===== src/rtl/home_scorer.sv =====
// home_scorer: home-row point detector for the Frogger datapath.
// On an up-move with the frog in the final row, the lowest occupied column
// is mapped to one of SLOTS home slots. A free slot gives a point pulse and
// bumps the (saturating) score. When the slot fill completes the row, a
// level_done pulse follows and the slots clear. A hit on an occupied slot
// pulses death only when HOME_DEATH_EN is defined; otherwise it is ignored.
//
// Build option: HOME_DEATH_EN (undefined by default) builds the DIED path.
//
// Ports:
//   clk          system clock, rising edge
//   reset        async active-low reset
//   U            up-move pulse
//   finalRow     frog bitmap of the row below home (bit i = column i)
//   new_game     synchronous clear of score and slots
//   point        one-cycle pulse, frog entered a free slot
//   level_done   one-cycle pulse, last free slot filled
//   death        one-cycle pulse, frog entered an occupied slot
//   slot_filled  per-slot occupancy
//   score        saturating point count
module home_scorer #(
  parameter int COLS    = 16,
  parameter int SLOTS   = 4,
  parameter int SCORE_W = 8
) (
  input  logic               clk,
  input  logic               reset,
  input  logic               U,
  input  logic [COLS-1:0]    finalRow,
  input  logic               new_game,
  output logic               point,
  output logic               level_done,
  output logic               death,
  output logic [SLOTS-1:0]   slot_filled,
  output logic [SCORE_W-1:0] score
);

  localparam int SPAN = COLS / SLOTS;

  typedef enum logic [1:0] {IDLE, SCORED, LEVEL, DIED} state_t;
  state_t state;

  logic [COLS-1:0]  lowest;
  logic [SLOTS-1:0] slot_sel;
  logic             hit;
  logic             slot_free;

  // x & -x isolates the lowest set bit, so a frog spanning columns
  // resolves to its leftmost (lowest-index) column.
  assign lowest = finalRow & (~finalRow + COLS'(1));

  for (genvar s = 0; s < SLOTS; s++) begin : g_slot
    assign slot_sel[s] = |lowest[s*SPAN +: SPAN];
  end

  assign hit       = U & (|finalRow);
  assign slot_free = ~|(slot_sel & slot_filled);

  // Pulses are registered together with the state they belong to, so each
  // output is high exactly while the FSM sits in the matching state.
  always_ff @(posedge clk or negedge reset) begin
    if (!reset) begin
      state       <= IDLE;
      point       <= 1'b0;
      level_done  <= 1'b0;
      death       <= 1'b0;
      slot_filled <= '0;
      score       <= '0;
    end else begin
      point      <= 1'b0;
      level_done <= 1'b0;
      death      <= 1'b0;
      if (new_game) begin
        state       <= IDLE;
        slot_filled <= '0;
        score       <= '0;
      end else begin
        case (state)
          IDLE: begin
            if (hit) begin
              if (slot_free) begin
                state       <= SCORED;
                point       <= 1'b1;
                slot_filled <= slot_filled | slot_sel;
                if (score != '1) score <= score + SCORE_W'(1);
              end
`ifdef HOME_DEATH_EN
              else begin
                state <= DIED;
                death <= 1'b1;
              end
`endif
            end
          end
          SCORED: begin
            // slot_filled already includes the slot taken on entry.
            if (&slot_filled) begin
              state      <= LEVEL;
              level_done <= 1'b1;
            end else begin
              state <= IDLE;
            end
          end
          LEVEL: begin
            state       <= IDLE;
            slot_filled <= '0;
          end
          default: state <= IDLE;
        endcase
      end
    end
  end

endmodule

===== config.mk =====
export PLATFORM = sky130hd
export DESIGN_NAME = home_scorer
export DESIGN_NICKNAME = d
export VERILOG_FILES = /design/src/rtl/home_scorer.sv
export SDC_FILE = /design/constraint.sdc
export NUM_CORES = 1
export LEC_CHECK = 0
export ABC_AREA = 0
export BUFFER_PORTS_ARGS = -buffer_cell sky130_fd_sc_hd__buf_2
export CAP_MARGIN = 40
export CORE_MARGIN = 1
export CORE_UTILIZATION = 48
export DETAILED_ROUTE_END_ITERATION = 7
export GPL_ROUTABILITY_DRIVEN = 1
export PLACE_DENSITY = 0.78
export SLEW_MARGIN = 0
export SYNTH_ARGS = -nofsm -noshare
export SYNTH_HDL_FRONTEND = slang
export SYNTH_SLANG_ARGS = --single-unit

===== constraint.sdc =====
create_clock -name clk -period 2.4 [get_ports clk]
set_input_delay 0.12 -clock clk [delete_from_list [all_inputs] [get_ports clk]]
set_output_delay 0.12 -clock clk [all_outputs]
set_load 0.02 [all_outputs]

=== After elaboration in Yosys (flattened, before gate mapping) ===
Cells that the tools add are included.

* Register bits after elaboration: 16
* Bits of input ports: 20
* Output and inout port bits: 15
* Logic and storage cells: 54

* Add/subtract/negate cells: 2
* Equality and inequality tests: 6
* Multiplexer cells: 21
* Bitwise logic cells: 5
* Reduce and logical (&&, ||, !) cells: 15

{| class="wikitable"
|+ Operators by type and width
! operator !! count
|-
| $mux W8 || 5
|-
| $reduce_or A4 Y1 || 5
|-
| $add A16 B1 Y16 const B || 1
|-
| $and A16 B16 Y16 || 1
|-
| $not A16 Y16 || 1
|-
| $reduce_or A16 Y1 || 1
|-
| $mux W4 || 3
|-
| $add A8 B1 Y8 const B || 1
|-
| $mux W2 || 4
|-
| $ne A8 B8 Y1 const B || 1
|-
| $pmux W4 S2 || 1
|-
| $reduce_and A4 Y1 || 2
|-
| $mux W1 || 7
|-
| $ne A3 B3 Y1 const B || 2
|-
| $reduce_bool A2 Y1 || 3
|-
| $and A4 B4 Y4 || 1
|-
| $or A4 B4 Y4 || 1
|-
| $pmux W2 S2 || 1
|-
| $reduce_and A3 Y1 || 1
|-
| $reduce_bool A3 Y1 || 1
|-
| $eq A2 B1 Y1 const B || 1
|-
| $eq A2 B2 Y1 const B || 1
|-
| $logic_not A2 Y1 || 1
|-
| $ne A2 B2 Y1 const B || 1
|-
| other kinds (2) || 2
|}

=== Longest topological paths before layout ===
Gate-level depths: netlist of the first run.

* Depth after elaboration: 10
* Mapped depth: 6
* Gate-level depth less buffers: 5

=== Worst setup path after synthesis of the first run ===
OpenSTA, ideal clock, no wires.

* Path kind: flip-flop to flip-flop
* Start: register score[0]
* End: register score[5]
* Library setup time: 75 ps
* Arrival time: 1931 ps
* Required time: 2325 ps
* Setup slack: 394 ps
* Stages on the path, launching flop included: 6
* Path buffers: 0
* Period minus slack after synthesis: 2006 ps
* Cell sequence: dfrtp_1 > ha_1 > a41o_1 > or3_4 > or4_1 > a21oi_2

* Word-level cells in the longest chain between the ends: 6
* Elaborated cells on any way between the ends: 9
* Classes of those cells: add/sub: 1; eq/ne: 1; mux: 5; reduce/logical: 2

{| class="wikitable"
|+ RTL lines
! item !! line !! source
|-
| from (decl) || 35 || <nowiki>output logic [SCORE_W-1:0] score</nowiki>
|-
| from (signal assigned) || 85 || <nowiki>if (score != '1) score <= score + SCORE_W'(1);</nowiki>
|-
| $add A8 B1 Y8 || 85 ||
|-
| $mux W8 || 85 ||
|-
| $mux W8 || 81 || <nowiki>if (slot_free) begin</nowiki>
|-
| $mux W8 || 80 || <nowiki>if (hit) begin</nowiki>
|-
| $mux W8 || 78 || <nowiki>case (state)</nowiki>
|-
| $mux W8 || 73 || <nowiki>if (new_game) begin</nowiki>
|}

Several ways; a longest one is shown, not always the timed one. The select of a mux whose other input is x is not followed.
A chain may end at the register's enable or synchronous reset.

=== Final worst setup path of the first run ===
* Start: register score[0]
* End: register score[7]

The elaborated chain is that of the path after synthesis.

==> results of run 1 <==
-- how the worst max path moves through the flow --
stage / startpoint / endpoint / slack, ns
after floorplan: score[0]$_DFFE_PN0P_ / score[5]$_DFFE_PN0P_ / 0.39
after global placement: score[0]$_DFFE_PN0P_ / score[7]$_DFFE_PN0P_ / 0.43
after detailed placement: score[0]$_DFFE_PN0P_ / score[7]$_DFFE_PN0P_ / 0.37
after CTS: score[0]$_DFFE_PN0P_ / score[7]$_DFFE_PN0P_ / 0.35
after global routing: score[0]$_DFFE_PN0P_ / score[7]$_DFFE_PN0P_ / 0.28
final: score[0]$_DFFE_PN0P_ / score[7]$_DFFE_PN0P_ / 0.35
-- stage by stage --
stage	setup WS [ns]	power, uW	area (um^2)
after floorplan	0.3942	335.2	955.9
after global placement	0.4312	364.2	1130
after detailed placement	0.3736	366.6	1130
after CTS	0.3507	505.2	1162
after global routing	0.2789	525.4	1162
final	0.3536	499.8	1162
-- timing repair --
item,CTS,global route
endpoints found under the hold margin,16,0
buffers inserted,0,0
hold buffers,1,0
-- worst register-to-register path, stage by stage (launching register included) --
cell     delay [ns]
dfrtp_1        0.43
ha_1           0.28
a41o_1         0.27
or3_4          0.41
or4_1          0.43
a21oi_2        0.15
-- sequential cells by signal, indices dropped and copies added (netlist names) --
| register | flops |
|---|---|
| point | 1 |
| level_done | 1 |
| slot_filled | 4 |
| score | 8 |
| state | 2 |
-- cell usage after synthesis (all sizes together) --
library cell and instances:
conb 1, a41oi 1, a21o 1, a41o 1
inv 3, nor2 8, nor4 5, mux2 4
nand2b 2, and4 1, nand4 2, o21ai 1
nor2b 5, or3 2, a21bo 1, nor3 4
or4 8, clkbuf 1, a31oi 1, o31ai 2
o311ai 1, o41ai 1, ha 1, dfrtp 16
buf 2, mux2i 1, a21oi 6, or2b 1
nand3 4, and2 1, nand2 2, a2111oi 1
-- final cells by class --
cell class                      count  share of cell area, %
Multi-Input combinational cell     69                  44.89
Sequential cell                    16                  34.45
Timing Repair Buffer               34                  15.07
Inverter                            3                 0.9688
Clock buffer                        3                  1.938
Tap cell                           25                  2.691
-- cells by family after synthesis --
logic type / count (synthesis)
fa+ha+maj: 1
compound gates: 17
simple gates: 45
other cells: 1
buf+inv: 6
mux: 5
flops: 16
-- power by group --
part	switching [uW]	leakage [uW]	total [uW]	internal, uW
clock network	78.8	0.0000138	137	58.4
logic	46.8	0.000303	80.2	33.4
registers	6.19	0.000220	282	276
-- routing by layer --
| metal | global-route usage [%] | vias up | wire (um) |
|---|---|---|---|
| met4 | 5.143 | 0 | 19 |
| met2 | 27.50 | 19 | 921 |
| met5 | 0 | - | 0 |
| met1 | 29.13 | 415 | 919 |
| li1 | - | 416 | - |
| met3 | 5.882 | 5 | 69 |
==> run metrics, run 1 <==
Avg Inst Size Synth=between 10 and 15 um^2; RR Startpoint=score[0]$_DFFE_PN0P_; via count=about 860; ranking of synthesized cells by area=dfrtp_1 42%, or4_1 3.9%, mux2_1 3.5%, or4_4 3.5%, nor2b_1 3.3%; first-pass GRT wire length=approximately 3000 um; status=finished clean; share of the synthesized area in the top cell type=between 40% and 50%; Sink Count=16; footprint of the multi-input gates=between 500 and 600 um^2; post-synthesis instance area=about 960 um^2; # IOs=35; most frequent cells in the layout=33 x buf_2, 16 x dfrtp_1, 8 x nor2_1, 5 x or4_1, 5 x nor2b_1; diode count=0; die height=between 40 and 50 um; Netlist cell types=39; sequential cell area fraction in the yosys report=approximately two fifths; Root Driver=clkbuf_4; combinational family with the most area after synthesis=simple AND/OR/NAND/NOR gates; vias per inst=about 5.7; Mapped Cells=91; simple-gate share of the synthesized area=between 30% and 40%; minimum clock period=between 2 and 2.5 ns; Setup Skew=roughly 0.00049 ns; Worst VDD drop=about 0.38 mV; GP Congestion=roughly 0.82; CP max stage cell=dfrtp_1; Setup violations, final=0; largest net degree at the start of global routing=18; Post-Synth Adder-Cell Area=approximately 1.3%; NumNets Final=148; Post-Syn Nets=around 110; worst hold endpoint=score[5]$_DFFE_PN0P_; Critical Path End Type=register; worst min path class=in2reg; antenna violations before repair=0; count of cells along the worst hold path=2; PD cells=between 400 and 500 nW/um^2; CP required=~2.6 ns; MaxCap Viol Count=0; Buf+Inv Stages, Crit Path=0; Crit path max-delay family=simple AND/OR/NAND/NOR gates; clock transition at the registers of the reported paths=0.08 ns; Die Wd=approximately 47 um; CP Cell Sequence=ha_1 > a41o_1 > or3_4 > or4_1 > a21oi_2; reg2reg end=score[7]$_DFFE_PN0P_; mux contribution to synthesized area=6.152%; Synth warnings=0; post-synthesis xor/xnor area fraction=0%; Core Region=1802 um^2; Worst R2R Setup Slack=about 0.35 ns; placed cells=146; critical path class=reg2reg; Worst-Skew Late Latency=around 0.28 ns; non-filler cells in the finished layout=150; Synth Area in Compound Gates=between 15 and 20%; Max Transition Viols Final=0; Rows=15; crit-path max cell delay=roughly 0.43 ns; drt first pass iters=4; most common cell after layout, fill and taps aside=buf_2; Startpoint Class=register; layout cells sized above 1=roughly 40%; DRC viols=0; Port Buffer Count=33; fill count=~160; vias in the first global route=~680; Max Freq=~500 MHz; Routed WL per cell=between 10 and 15 um; Die Area=between 2000 and 2500 um^2; Worst Reg-to-Reg Cells=5; total CTS buffers=3; synthesized flop and latch total=16; final hold slack=0.1954 ns; Hold Fails Final Rpt=0; FF/Latch Area=between 400 and 500 um^2; cts repair resizes=0; area leader, netlist=dfrtp_1; area grow syn2layout=21.60%; total grt overflow=0; period utilization=85.27%; Least-Margin Pin Slew=~0.57 ns; RSZ-0062 raised after global routing=no; CTS tree=done; placed wire-length estimate=approximately 1500 um; Levels on crit path=5; WP data arrival=2.26 ns; H-tree levels=1; final core utilization=around 65%; worst slew margin relative to its limit=between 60% and 70%; Worst Path Max Fanout=6; Initial Util=between 50% and 60%; origin of the worst min-delay path=new_game; cell leakage power=around 0.00054 uW; First DRT Iteration DRCs=15; DRT antenna net count=0; Max clock buf depth=2; Setup TNS Final=0 ns; Post-Route WL=1928 um; gr usage total=19.64%
No activity file was read; power rests on OpenSTA's default activity.
==> inputs of run 2 (changes only) <==
--- a/config.mk
+++ b/config.mk
@@ -12,7 +12,7 @@
 export CORE_UTILIZATION = 48
 export DETAILED_ROUTE_END_ITERATION = 7
 export GPL_ROUTABILITY_DRIVEN = 1
-export PLACE_DENSITY = 0.78
+export PLACE_DENSITY = 0.8
 export SLEW_MARGIN = 0
 export SYNTH_ARGS = -nofsm -noshare
 export SYNTH_HDL_FRONTEND = slang
==> run 2 against run 1 <==
First-iteration DRC count up 150%; maximum frequency up 1.4%; count of clock-buffer cells in the layout up 1; sequential share of layout area down 0.40 points; flip-flop and latch count unchanged; largest cell class unchanged; largest power group unchanged.
==> run metrics, run 2 (synthesized netlist as in run 1, its figures left out) <==
layout cells sized above 1=roughly 40%; Setup TNS Final=0 ns; MaxCap Viol Count=0; Hold Fails Final Rpt=0; Reg with most FFs=score; Max clock buf depth=2; WP data arrival=2.25 ns; critical path class=reg2reg; drt first pass iters=4; CTS tree=done; footprint of the multi-input gates=about 520 um^2; worst slew margin relative to its limit=59.97%; CTS Hold Bufs=1; non-filler cells in the finished layout=between 150 and 200; FF/Latch Area=400.4 um^2; worst min path class=in2reg; total CTS buffers=3; biggest regs=score (8), slot_filled (4), state (2); NumNets Final=148; post-route cell area=between 1000 and 1500 um^2; Core Region=around 1800 um^2; status=finished clean; # IOs=35; cell leakage power=around 0.00054 uW; Worst VDD drop=between 0.2 and 0.3 mV; Sink Count=16; die height=46.63 um; vias per inst=5.788; RSZ-0062 raised after global routing=no; fill count=158; total grt overflow=0; cts repair resizes=0; post-CTS setup buffer count=0; gr usage total=between 10% and 20%; GP Congestion=between 0.8 and 0.9; Worst Path Max Fanout=6; Buf+Inv Stages, Crit Path=0; CP Cell Sequence=ha_1 > a41o_1 > or3_4 > or4_1 > a21oi_2; Rows=15; Routed WL per cell=approximately 13 um; Initial Util=between 50% and 60%; CP required=2.63 ns; Critical Path End Type=register; minimum clock period=roughly 2.0 ns; Root Driver=clkbuf_4; via count=between 800 and 900; Crit path max-delay family=simple AND/OR/NAND/NOR gates; DRT antenna net count=0; max reg flops=8; Setup violations, final=0; Post-Route WL=just over 2000 um; vias in the first global route=between 600 and 700; antenna violations before repair=0; Die Area=~2200 um^2; most common cell after layout, fill and taps aside=buf_2; period utilization=84.12%; area grow syn2layout=23.04%; Worst-Skew Late Latency=around 0.30 ns; Die Wd=between 40 and 50 um; first-pass GRT wire length=approximately 3000 um; largest net degree at the start of global routing=18; placed cells=roughly 150; Max Transition Viols Final=0; CP max stage cell=dfrtp_1; placed wire-length estimate=around 1500 um; H-tree levels=1; placed inst area=1130 um^2; Setup Skew=just under 0.007 ns; First DRT Iteration DRCs=37; Max Freq=approximately 500 MHz; DRC viols=0; Startpoint Class=register; clock transition at the registers of the reported paths=0.10 ns; crit-path max cell delay=between 0.4 and 0.5 ns; Port Buffer Count=33; Least-Margin Pin Slew=about 0.60 ns; diode count=0; most frequent cells in the layout=33 x buf_2, 16 x dfrtp_1, 8 x nor2_1, 5 x or4_1, 5 x nor2b_1; PD cells=~470 nW/um^2
## run 2: cell types whose count changed in the layout (fill, tap and decap cells not counted)
| cell | delta |
|---|---|
| clkbuf_8 | +1 |
## run 2: area by class of cell
cell class | instances | share of cell area [%]
clock buffers | 4 | 3.085
well taps | 25 | 2.660
repair buffers | 34 | 14.89
inverters | 3 | 0.9574
multi-input cells | 69 | 44.36
flip-flops and latches | 16 | 34.04
## run 2: path summary, 6_finish.rpt
path	start	slack (ns)	endpoint	depth (start not counted)
worst min-delay path	new_game	0.18	score[3]$_DFFE_PN0P_	2
worst min register to register	state[1]$_DFFE_PN0P_	0.57	state[0]$_DFFE_PN0P_	1
max in group asynchronous	reset	1.89	slot_filled[0]$_DFFE_PN0P_	2
min in group asynchronous	reset	0.25	score[3]$_DFFE_PN0P_	2
worst max-delay path	score[0]$_DFFE_PN0P_	0.38	score[7]$_DFFE_PN0P_	5
worst max register to register	score[0]$_DFFE_PN0P_	0.38	score[7]$_DFFE_PN0P_	5
## run 2: routing by layer
metal  global-route usage [%]  part of all wire, %
met2                    29.17                   48
met3                    3.529                  7.0
met4                    8.571                  1.1
met1                    28.09                   44
met5                        0                    0
## run 2: where the power goes
| group | internal, uW | switching, uW |
|---|---|---|
| combinational | 33.4 | 46.3 |
| clock | 92.6 | 93.0 |
| sequential | 276 | 6.43 |
| total | 402 | 146 |
## run 2: worst reg2reg max path, delay by kind of cell, from the launching register on
| kind | cells | cell delay (ns) |
|---|---|---|
| simple gates | 2 | 0.84 |
| flops | 1 | 0.43 |
| compound gates | 2 | 0.42 |
| fa+ha+maj | 1 | 0.27 |
## run 2: stage by stage
stage	utilization [%]	power (uW)	setup slack, ns	hold slack, ns
final	65.28	548.0	0.3811	0.1783
after detailed placement	62.71	366.2	0.3930	0.05442
after global placement	62.71	364.2	0.4001	0.04732
after floorplan	-	335.2	0.3942	-0.1756
after CTS	65.28	551.8	0.3776	0.1659
after global routing	65.28	570.0	0.2872	0.1930
